File: src/rtl/ks_mw_add_seq_pkg.sv
// Shared types for the multi-word add/subtract sequencer (package ks_pkg).
package ks_pkg;

   typedef enum logic [1:0] {
      IDLE = 2'd0,
      RUN  = 2'd1,
      DONE = 2'd2
   } ks_seq_state_t;

   typedef enum logic {
      ADD = 1'b0,
      SUB = 1'b1
   } ks_op_t;

endpackage

File: src/rtl/ks_mw_add_seq_if.sv
// Request/response bundle for ks_mw_add_seq; resp_ovf exists only under KS_MW_OVF_EN.
// Handshake: a transfer happens on a rising edge where valid && ready; the source
// holds valid and its payload stable until that edge, and ready never depends on valid.
interface ks_mw_add_seq_if #(
   parameter int SIZE  = 64,
   parameter int WORDS = 4
);
   logic                    req_valid;
   logic                    req_ready;
   logic [SIZE*WORDS-1:0]   req_a;
   logic [SIZE*WORDS-1:0]   req_b;
   logic                    req_sub;
   logic                    req_cin;
   logic                    resp_valid;
   logic                    resp_ready;
   logic [SIZE*WORDS-1:0]   resp_result;
   logic                    resp_cout;
`ifdef KS_MW_OVF_EN
   logic                    resp_ovf;
`endif

   modport master (
      output req_valid, req_a, req_b, req_sub, req_cin, resp_ready,
`ifdef KS_MW_OVF_EN
      input  resp_ovf,
`endif
      input  req_ready, resp_valid, resp_result, resp_cout
   );

   modport slave (
      input  req_valid, req_a, req_b, req_sub, req_cin, resp_ready,
`ifdef KS_MW_OVF_EN
      output resp_ovf,
`endif
      output req_ready, resp_valid, resp_result, resp_cout
   );
endinterface

File: src/rtl/ks_adder.sv
// Combinational Kogge-Stone adder: result = a + b + c_in, c_out = carry out of the top bit.
module ks_adder #(
   parameter int SIZE = 64
) (
   input  logic [SIZE-1:0] a,
   input  logic [SIZE-1:0] b,
   input  logic            c_in,
   output logic [SIZE-1:0] result,
   output logic            c_out
);
   localparam int LV = $clog2(SIZE);

   logic [SIZE-1:0] p0;
   logic [SIZE-1:0] g0;
   logic [SIZE-1:0] g;
   logic [SIZE-1:0] p;

   // c_in is folded into bit 0's generate so g[i] becomes the carry out of bit i.
   always_comb begin
      p0    = a ^ b;
      g0    = a & b;
      g0[0] = g0[0] | (p0[0] & c_in);
      g     = g0;
      p     = p0;
      for (int l = 0; l < LV; l++) begin
         g = g | (p & (g << (1 << l)));
         p = p & ~((~p) << (1 << l));
      end
   end

   assign result = p0 ^ {g[SIZE-2:0], c_in};
   assign c_out  = g[SIZE-1];
endmodule

File: src/rtl/ks_mw_add_seq.sv
// Multi-word add/subtract sequencer: one SIZE-bit chunk per cycle through a shared ks_adder.
// Optional signed-overflow output is enabled with KS_MW_OVF_EN.
module ks_mw_add_seq
   import ks_pkg::*;
#(
   parameter int SIZE  = 64,
   parameter int WORDS = 4
) (
   input  logic            clk,
   input  logic            rst_n,
   ks_mw_add_seq_if.slave  bus,
   output ks_seq_state_t   dbg_state
);
   localparam int W        = SIZE * WORDS;
   localparam int KS_IDX_W = $clog2(WORDS);

   ks_seq_state_t         state_q, state_d;
   logic [KS_IDX_W-1:0]   idx_q, idx_d;
   logic [W-1:0]          a_q, a_d;
   logic [W-1:0]          bx_q, bx_d;
   logic [W-1:0]          res_q, res_d;
   ks_op_t                op_q, op_d;
   logic                  cy_q, cy_d;
   logic                  cout_q, cout_d;
   logic                  rdy_q, rdy_d;
`ifdef KS_MW_OVF_EN
   logic                  ovf_q, ovf_d;
`endif

   logic [SIZE-1:0]       a_chunk;
   logic [SIZE-1:0]       bx_chunk;
   logic [SIZE-1:0]       sum;
   logic                  c_out;
   logic                  last;

   assign a_chunk  = a_q[int'(idx_q)*SIZE +: SIZE];
   assign bx_chunk = bx_q[int'(idx_q)*SIZE +: SIZE];
   assign last     = (idx_q == KS_IDX_W'(WORDS-1));

   ks_adder #(.SIZE(SIZE)) u_add (
      .a      (a_chunk),
      .b      (bx_chunk),
      .c_in   (cy_q),
      .result (sum),
      .c_out  (c_out)
   );

   always_comb begin
      state_d = state_q;
      idx_d   = idx_q;
      a_d     = a_q;
      bx_d    = bx_q;
      res_d   = res_q;
      op_d    = op_q;
      cy_d    = cy_q;
      cout_d  = cout_q;
`ifdef KS_MW_OVF_EN
      ovf_d   = ovf_q;
`endif
      case (state_q)
         IDLE: begin
            // Subtraction is A + ~B + 1; the +1 rides in on the initial carry.
            if (bus.req_valid && rdy_q) begin
               a_d     = bus.req_a;
               bx_d    = bus.req_sub ? ~bus.req_b : bus.req_b;
               op_d    = ks_op_t'(bus.req_sub);
               cy_d    = bus.req_cin ^ bus.req_sub;
               idx_d   = '0;
               state_d = RUN;
            end
         end
         RUN: begin
            res_d[int'(idx_q)*SIZE +: SIZE] = sum;
            cy_d  = c_out;
            idx_d = idx_q + 1'b1;
            if (last) begin
               idx_d   = '0;
               cout_d  = c_out ^ (op_q == SUB);
`ifdef KS_MW_OVF_EN
               ovf_d   = (a_chunk[SIZE-1] ~^ bx_chunk[SIZE-1]) & (a_chunk[SIZE-1] ^ sum[SIZE-1]);
`endif
               state_d = DONE;
            end
         end
         DONE: begin
            if (bus.resp_ready) state_d = IDLE;
         end
         default: state_d = IDLE;
      endcase
      rdy_d = (state_d == IDLE);
   end

   always_ff @(posedge clk or negedge rst_n) begin
      if (!rst_n) begin
         state_q <= IDLE;
         idx_q   <= '0;
         a_q     <= '0;
         bx_q    <= '0;
         res_q   <= '0;
         op_q    <= ADD;
         cy_q    <= 1'b0;
         cout_q  <= 1'b0;
         rdy_q   <= 1'b0;
`ifdef KS_MW_OVF_EN
         ovf_q   <= 1'b0;
`endif
      end else begin
         state_q <= state_d;
         idx_q   <= idx_d;
         a_q     <= a_d;
         bx_q    <= bx_d;
         res_q   <= res_d;
         op_q    <= op_d;
         cy_q    <= cy_d;
         cout_q  <= cout_d;
         rdy_q   <= rdy_d;
`ifdef KS_MW_OVF_EN
         ovf_q   <= ovf_d;
`endif
      end
   end

   assign bus.req_ready   = rdy_q;
   assign bus.resp_valid  = (state_q == DONE);
   assign bus.resp_result = res_q;
   assign bus.resp_cout   = cout_q;
`ifdef KS_MW_OVF_EN
   assign bus.resp_ovf    = ovf_q;
`endif
   assign dbg_state       = state_q;
endmodule

File: src/flat_wrapper.sv
// flat-port wrapper written by rule: the top's interface ports become plain ports
module ks_mw_add_seq_flat import ks_pkg::*;
#(
   parameter int SIZE  = 64,
   parameter int WORDS = 4
)
  (clk, rst_n, dbg_state, bus_req_valid, bus_req_a, bus_req_b, bus_req_sub, bus_req_cin, bus_resp_ready, bus_req_ready, bus_resp_valid, bus_resp_result, bus_resp_cout);
  ks_mw_add_seq_if #(.SIZE(SIZE), .WORDS(WORDS)) bus_i ();
  input  logic clk;
  input  logic rst_n;
  output ks_seq_state_t dbg_state;
  input wire logic [$bits(bus_i.req_valid)-1:0] bus_req_valid;
  input wire logic [$bits(bus_i.req_a)-1:0] bus_req_a;
  input wire logic [$bits(bus_i.req_b)-1:0] bus_req_b;
  input wire logic [$bits(bus_i.req_sub)-1:0] bus_req_sub;
  input wire logic [$bits(bus_i.req_cin)-1:0] bus_req_cin;
  input wire logic [$bits(bus_i.resp_ready)-1:0] bus_resp_ready;
  output wire logic [$bits(bus_i.req_ready)-1:0] bus_req_ready;
  output wire logic [$bits(bus_i.resp_valid)-1:0] bus_resp_valid;
  output wire logic [$bits(bus_i.resp_result)-1:0] bus_resp_result;
  output wire logic [$bits(bus_i.resp_cout)-1:0] bus_resp_cout;
  assign bus_i.req_valid = bus_req_valid;
  assign bus_i.req_a = bus_req_a;
  assign bus_i.req_b = bus_req_b;
  assign bus_i.req_sub = bus_req_sub;
  assign bus_i.req_cin = bus_req_cin;
  assign bus_i.resp_ready = bus_resp_ready;
  assign bus_req_ready = bus_i.req_ready;
  assign bus_resp_valid = bus_i.resp_valid;
  assign bus_resp_result = bus_i.resp_result;
  assign bus_resp_cout = bus_i.resp_cout;
  ks_mw_add_seq #(.SIZE(SIZE), .WORDS(WORDS)) u_core (.clk(clk), .rst_n(rst_n), .bus(bus_i), .dbg_state(dbg_state));
endmodule
File: config.mk
export PLATFORM = sky130hd
export DESIGN_NAME = ks_mw_add_seq_flat
export DESIGN_NICKNAME = d
export VERILOG_FILES = /design/src/rtl/ks_mw_add_seq_pkg.sv /design/src/rtl/ks_mw_add_seq_if.sv /design/src/rtl/ks_adder.sv /design/src/rtl/ks_mw_add_seq.sv /design/src/flat_wrapper.sv
export SDC_FILE = /design/constraint.sdc
export NUM_CORES = 2
export LEC_CHECK = 0
export CORE_ASPECT_RATIO = 2
export CORE_MARGIN = 2
export CORE_UTILIZATION = 28
export CTS_CLUSTER_DIAMETER = 50
export DETAILED_ROUTE_END_ITERATION = 12
export PLACE_DENSITY = 0.6
export REMOVE_ABC_BUFFERS = 1
export SLEW_MARGIN = 0
export SYNTH_ARGS = -nofsm -noshare
export SYNTH_HDL_FRONTEND = slang
export SYNTH_SLANG_ARGS = --single-unit
File: constraint.sdc
create_clock -name clk -period 4.92 [get_ports clk]
set_input_delay 0.984 -clock clk [delete_from_list [all_inputs] [get_ports clk]]
set_output_delay 0.984 -clock clk [all_outputs]
set_load 0.02 [all_outputs]
* Yosys cells after proc, flatten, opt, wreduce, memory -nomap -nowiden
Index checks and enable logic that the tools add are counted.
W data, S select, Z words.
** Operators by class
- Reductions and logical operators :: 7
- Add/subtract/negate cells :: 2
- Muxes and demuxes :: 11
- Equality and inequality tests :: 4
- Shift-type cells :: 4
- Bitwise logic cells :: 35
** Operator list (count)
- $and A64 B64 Y64 :: 12
- $shiftx A256 B9 Y64 :: 2
- $or A64 B64 Y64 :: 6
- $not A64 Y64 :: 5
- $bwmux W256 :: 1
- $mux W256 :: 1
- $not A256 Y256 :: 1
- $shift A64 B33 Y256 const A :: 1
- $shiftx A64 B33 Y256 :: 1
- $xor A64 B64 Y64 :: 2
- $not A63 Y63 :: 1
- $not A62 Y62 :: 1
- $not A60 Y60 :: 1
- $not A56 Y56 :: 1
- $not A48 Y48 :: 1
- $neg A8 Y33 :: 1
- $mux W2 :: 5
- $pmux W2 S3 :: 1
- $reduce_and A2 Y1 :: 3
- $eq A2 B2 Y1 const B :: 2
- $logic_not A2 Y1 :: 2
- $pmux W2 S2 :: 1
- $add A2 B1 Y2 const B :: 1
- $eq A2 B1 Y1 const B :: 1
- other kinds (8) :: 9
** Storage, ports and cells
- Logic and storage cells :: 72
- Output and inout port bits :: 261
- Input port bits :: 518
- Flip-flop bits (word level) :: 776

* Longest topological paths before layout
- Depth after elaboration :: 22
- Gate-level depth with buffers :: 16
- Depth with buffers taken out :: 12

* By module
A second synthesis with hierarchy kept.
** Second synthesis, totals
- Cells, all modules :: 3489
- Area total of the unflattened synthesis :: 37121.9 sq um
** By module, submodules not included
- ks_mw_add_seq :: area an instance 33422.1 sq um, cells an instance 2962, instances 1
- ks_adder :: area an instance 3699.8 sq um, cells an instance 527, instances 1

* Worst setup path after synthesis
OpenSTA, ideal clock, no wires.
- Kind :: flip-flop to flip-flop
- Start point :: reg u_core.idx_q[0]
- End point :: reg u_core.res_q[124] (netlist: u_core.bus.resp_result[124])
- Library setup time :: 130 ps
- Cell stages (with the launch flop) :: 16
- Arrival :: 4623 ps
- Path buffers :: 3
- Data required time :: 4790 ps
- Setup slack :: 167 ps
- Cell sequence :: dfrtp_1 > clkbuf_1 > clkbuf_1 > buf_1 > mux4_2 > fa_1 > fa_1 > a21o_1 > and4_1 > o211ai_1 > a31oi_1 > o21bai_1 > a21oi_1 > or4_1 > nand4_1 > o21ai_0
** Between the ends
- Word-level cells in the longest chain between the ends :: 22
- Elaborated cells on any way between the ends :: 38
- Those cells by class :: add/sub: 1; shift: 4; mux: 1; bitwise: 32
** Ends and longest elaborated chain
- start, declared :: line ks_mw_add_seq.sv:18 : logic [KS_IDX_W-1:0] idx_q, idx_d;
- start signal, assigned :: line ks_mw_add_seq.sv:109 : idx_q <= idx_d;
- branches (longest 21 deep; another with $shiftx A256 B9 Y64)
- $bwmux W256 * :: line ks_mw_add_seq.sv:73 : res_d[int'(idx_q)*SIZE +: SIZE] = sum;
- end signal, assigned :: line ks_mw_add_seq.sv:112 : res_q <= res_d;
- end, declared :: line ks_mw_add_seq.sv:21 : logic [W-1:0] res_q, res_d;
Mark *: on every way between the ends.
A chain may end at the register's enable or synchronous reset.

* Worst setup path after layout
- Start point :: reg u_core.idx_q[0]
- End point :: reg u_core.cout_q (netlist: u_core.bus.resp_cout)
** Between the ends
- Word-level cells in the longest chain between the ends :: 20
- Elaborated cells on any way between the ends :: 36
- Those cells by class :: eq/ne: 1; shift: 2; bitwise: 32; reduce/logical: 1
** Ends and longest elaborated chain
- branches (longest 20 deep; another with $shiftx A256 B9 Y64)
- end signal, assigned :: line ks_mw_add_seq.sv:115 : cout_q <= cout_d;
- end, declared :: line ks_mw_add_seq.sv:24 : logic cout_q, cout_d;
Several ways; the timed one is not identified.

==> impl_metrics.csv <==
group,metric,value,unit
outcome,status,"finished, final reports clean",
route,wl_met2,73640,um
critical_path,cpMaxStageDelayCell,"o31ai_2",
timing,rsz0062_at_grt,"no",
floorplan,coreArea,0.1322,mm2
route,top_layer,"met5",
clocking,cts_sinks,776,
critical_path,path_buf_inv,6,
route,initialDrtViolationCount,2446,
power,powerDensity,796.0,mW/mm2
clocking,cts_root_buf,"clkbuf_16",
run,cap_viol_max_count,0,
yosys,synth_xor_area_share,7.471,%
global_routing,grt_max_degree,264,
yosys,async_reset_ff_share,100.0,%
global_routing,globalRouteOverflowTotal,0,
clocking,holdBufCountCts,0,
timing,setup-tns-final,0,ns
route,drcViolationCount,0,
yosys,synth_area,0.03715,mm2
place,gp_congestion,0.9022,
yosys,synth-edff-count,0,
final_layout,instances_no_fill,6186,
yosys,syn_inst,3611,
timing,finClkSkew,0.02353,ns
route,met3WireLength,9331,um
yosys,yosys_warnings,0,
route,viasPerCell,4.864,
power,irDropWorstVdd,0.4887,mV
place,hpwl,107800,um
timing,finalMaxSlewViolations,0,
final_layout,layout_common_cells,"nand2_1, clkdlybuf4s50_1, dfrtp_1",
critical_path,required,5.49,ns
global_routing,grt_pass1_wl,206700,um
clocking,htree_num_levels,3,
timing,hold_ws,0.3658,ns
final_layout,design_area,0.05056,mm2
critical_path,cp_max_fo,7,
timing,fmax,211.3,MHz
critical_path,path_common_cell,"buf_4",
clocking,clkLatencyLatePin,0.68,ns
critical_path,cp_top_family,"compound AO/OA/AOI/OAI gates",
yosys,synth-simple-area-share,13.66,%
floorplan,die_area,0.1358,mm2
yosys,ys_types,65,
clocking,path_clk_slew,0.07,ns
route,ant_nets,0,
critical_path,worstPathArrival,5.30,ns
timing,fin_crit_sh,96.17,%
yosys,avgSynthCellArea,10.29,um2
route,firstDrtPassIters,5,
critical_path,end_kind,"flop",
final_layout,drive_gt1_share,10.57,%
floorplan,rows,189,
place,placed_cells,6028,
critical_path,path_cells,"buf_4, buf_4, mux4_2, ha_1, buf_4, and4_1, o21ai_0, buf_4, a2111oi_2, buf_4, o21bai_1, buf_12, o31ai_2, a31oi_1, xor2_1, o21ai_0",
global_routing,grt_antenna_before_repair,14,
floorplan,die_w,261.6,um
final_layout,fillers,13060,
place,port_buffers,778,
route,routedWlPerCell,22.85,um
global_routing,grt_usage,20.51,%
critical_path,startpoint_type,"flop",
yosys,synth_seq_cells,776,
floorplan,io_pins,779,
timing,finalHoldViolations,0,
floorplan,initial_core_util,28.10,%
place,dpl_cell_area,0.04772,mm2
global_routing,first_global_vias,32140,
yosys,synth_compound_area_share,13.54,%
timing,slew_headroom,18.67,%
yosys,seq_area_frac_synth,52.28,%
final_layout,layout.nets,4980,
floorplan,die_y,519.1,um
power,p_leak,22.56,nW
yosys,synthAdderAreaFrac,2.432,%
timing,period_needed,4.732,ns
critical_path,worst-setup-path-type,"flop to flop",
yosys,synth_top_family_by_area,"simple AND/OR/NAND/NOR gates",
route,routed_wl,141300,um
final_layout,area_delta_synth_final,36.11,%
route,via_count,30090,
yosys,yosys_most_used_dff,"dfrtp_1",
final_layout,final_common_cell,"nand2_1",
clocking,cts_made_buffers,79,
min_path,min_path_type,"input pin to async pin",
clocking,cts_tree,"yes",
route,wl_met1,52560,um
power,totalPowerFinal,40.24,mW
timing,worstMarginPinSlew,1.211,ns
clocking,clockBufferDepth,3,
timing,setup_viol,0,
yosys,synthMuxAreaShare,7.848,%
critical_path,critical-path-max-stage-delay,0.68,ns
## sequential cells by signal, summed over array words and instances (netlist names)
signal                  cells
u_core.bus.req_ready        1
u_core.a_q                256
u_core.bus.resp_result    256
u_core.bx_q               256
u_core.dbg_state            2
u_core.cy_q                 1
u_core.op_q                 1
u_core.idx_q                2
u_core.bus.resp_cout        1
## logic make-up after synthesis
logic type	Yosys count
compound gates	762
xor+xnor	316
buf+inv	272
flops	776
mux	131
simple gates	1283
fa+ha+maj	71
## per-layer routing
layer	global-route usage [%]	up-vias
met5	0	-
met4	9.506	4
met3	4.569	235
met2	36.98	1083
met1	22.56	14800
li1	-	13970
## worst paths after layout
| path | depth (start not counted) | slack, ns | to | startpoint |
|---|---|---|---|---|
| setup / recovery | 16 | 0.19 | u_core.bus.resp_cout | u_core.idx_q[0] |
| hold / removal | 1 | 0.37 | u_core.bx_q[18] | rst_n |
| setup reg to reg | 16 | 0.19 | u_core.bus.resp_cout | u_core.idx_q[0] |
| hold reg to reg | 2 | 0.47 | u_core.a_q[37] | u_core.a_q[37] |
| max in group asynchronous | 2 | 3.17 | u_core.a_q[187] | rst_n |
| min in group clk | 2 | 0.47 | u_core.a_q[37] | u_core.a_q[37] |
## synth_stat cells, types with 6 or more instances
cell type	count	area [um2]
nand2_1	1134	4257
dfrtp_1	776	19420
o21ai_0	343	1717
xnor2_1	293	2566
clkbuf_1	221	829.6
a22o_1	208	1822
mux4_2	128	2883
a21oi_1	80	400.4
ha_1	69	863.3
nor2_1	41	153.9
a21o_1	35	262.8
nand4_1	29	181.4
buf_1	25	93.84
inv_1	22	82.58
xor2_1	22	192.7
o21bai_1	19	142.6
nand3_1	17	85.08
nor3_1	14	70.07
a31oi_1	10	62.56
o31ai_1	9	67.56
and3_1	8	50.05
or4_1	8	60.06
nand2b_1	6	37.54
## report_power, final
part	total [mW]	switching (mW)	leakage, nW	internal [mW]
clock network	6.44	2.85	1.32	3.59
registers	10.7	1.69	10.0	9.00
logic	23.1	14.2	11.2	8.88
total	40.2	18.8	22.6	21.5
## per-stage QoR
step | utilization, % | setup slack, ns
after global placement | 36.10 | -0.1219
after detailed placement | 36.10 | -0.2088
after floorplan | - | -10.31
after global routing | 38.24 | 0.02134
final | 38.25 | 0.1882
after CTS | 38.19 | 0.05062
## cell type report
cell class                      count  area (um2)  share of cell area [%]
Antenna cell                       13       32.53                 0.06434
Clock buffer                      102        2143                   4.239
Clock inverter                     42       586.8                   1.161
Inverter                           22       82.58                  0.1633
Multi-Input combinational cell   2563       16820                   33.27
Sequential cell                   776       19430                   38.42
Tap cell                         1719        2151                   4.254
Timing Repair Buffer              949        9314                   18.42
## repair_timing
action                                 4_1_cts  5_1_grt
setup buffers                                0        1
pin swaps                                    0        0
endpoints found under the hold margin        0        0
setup endpoints to repair                   47       47
resized for setup                            6        7
No activity file was read; power rests on OpenSTA's default activity.
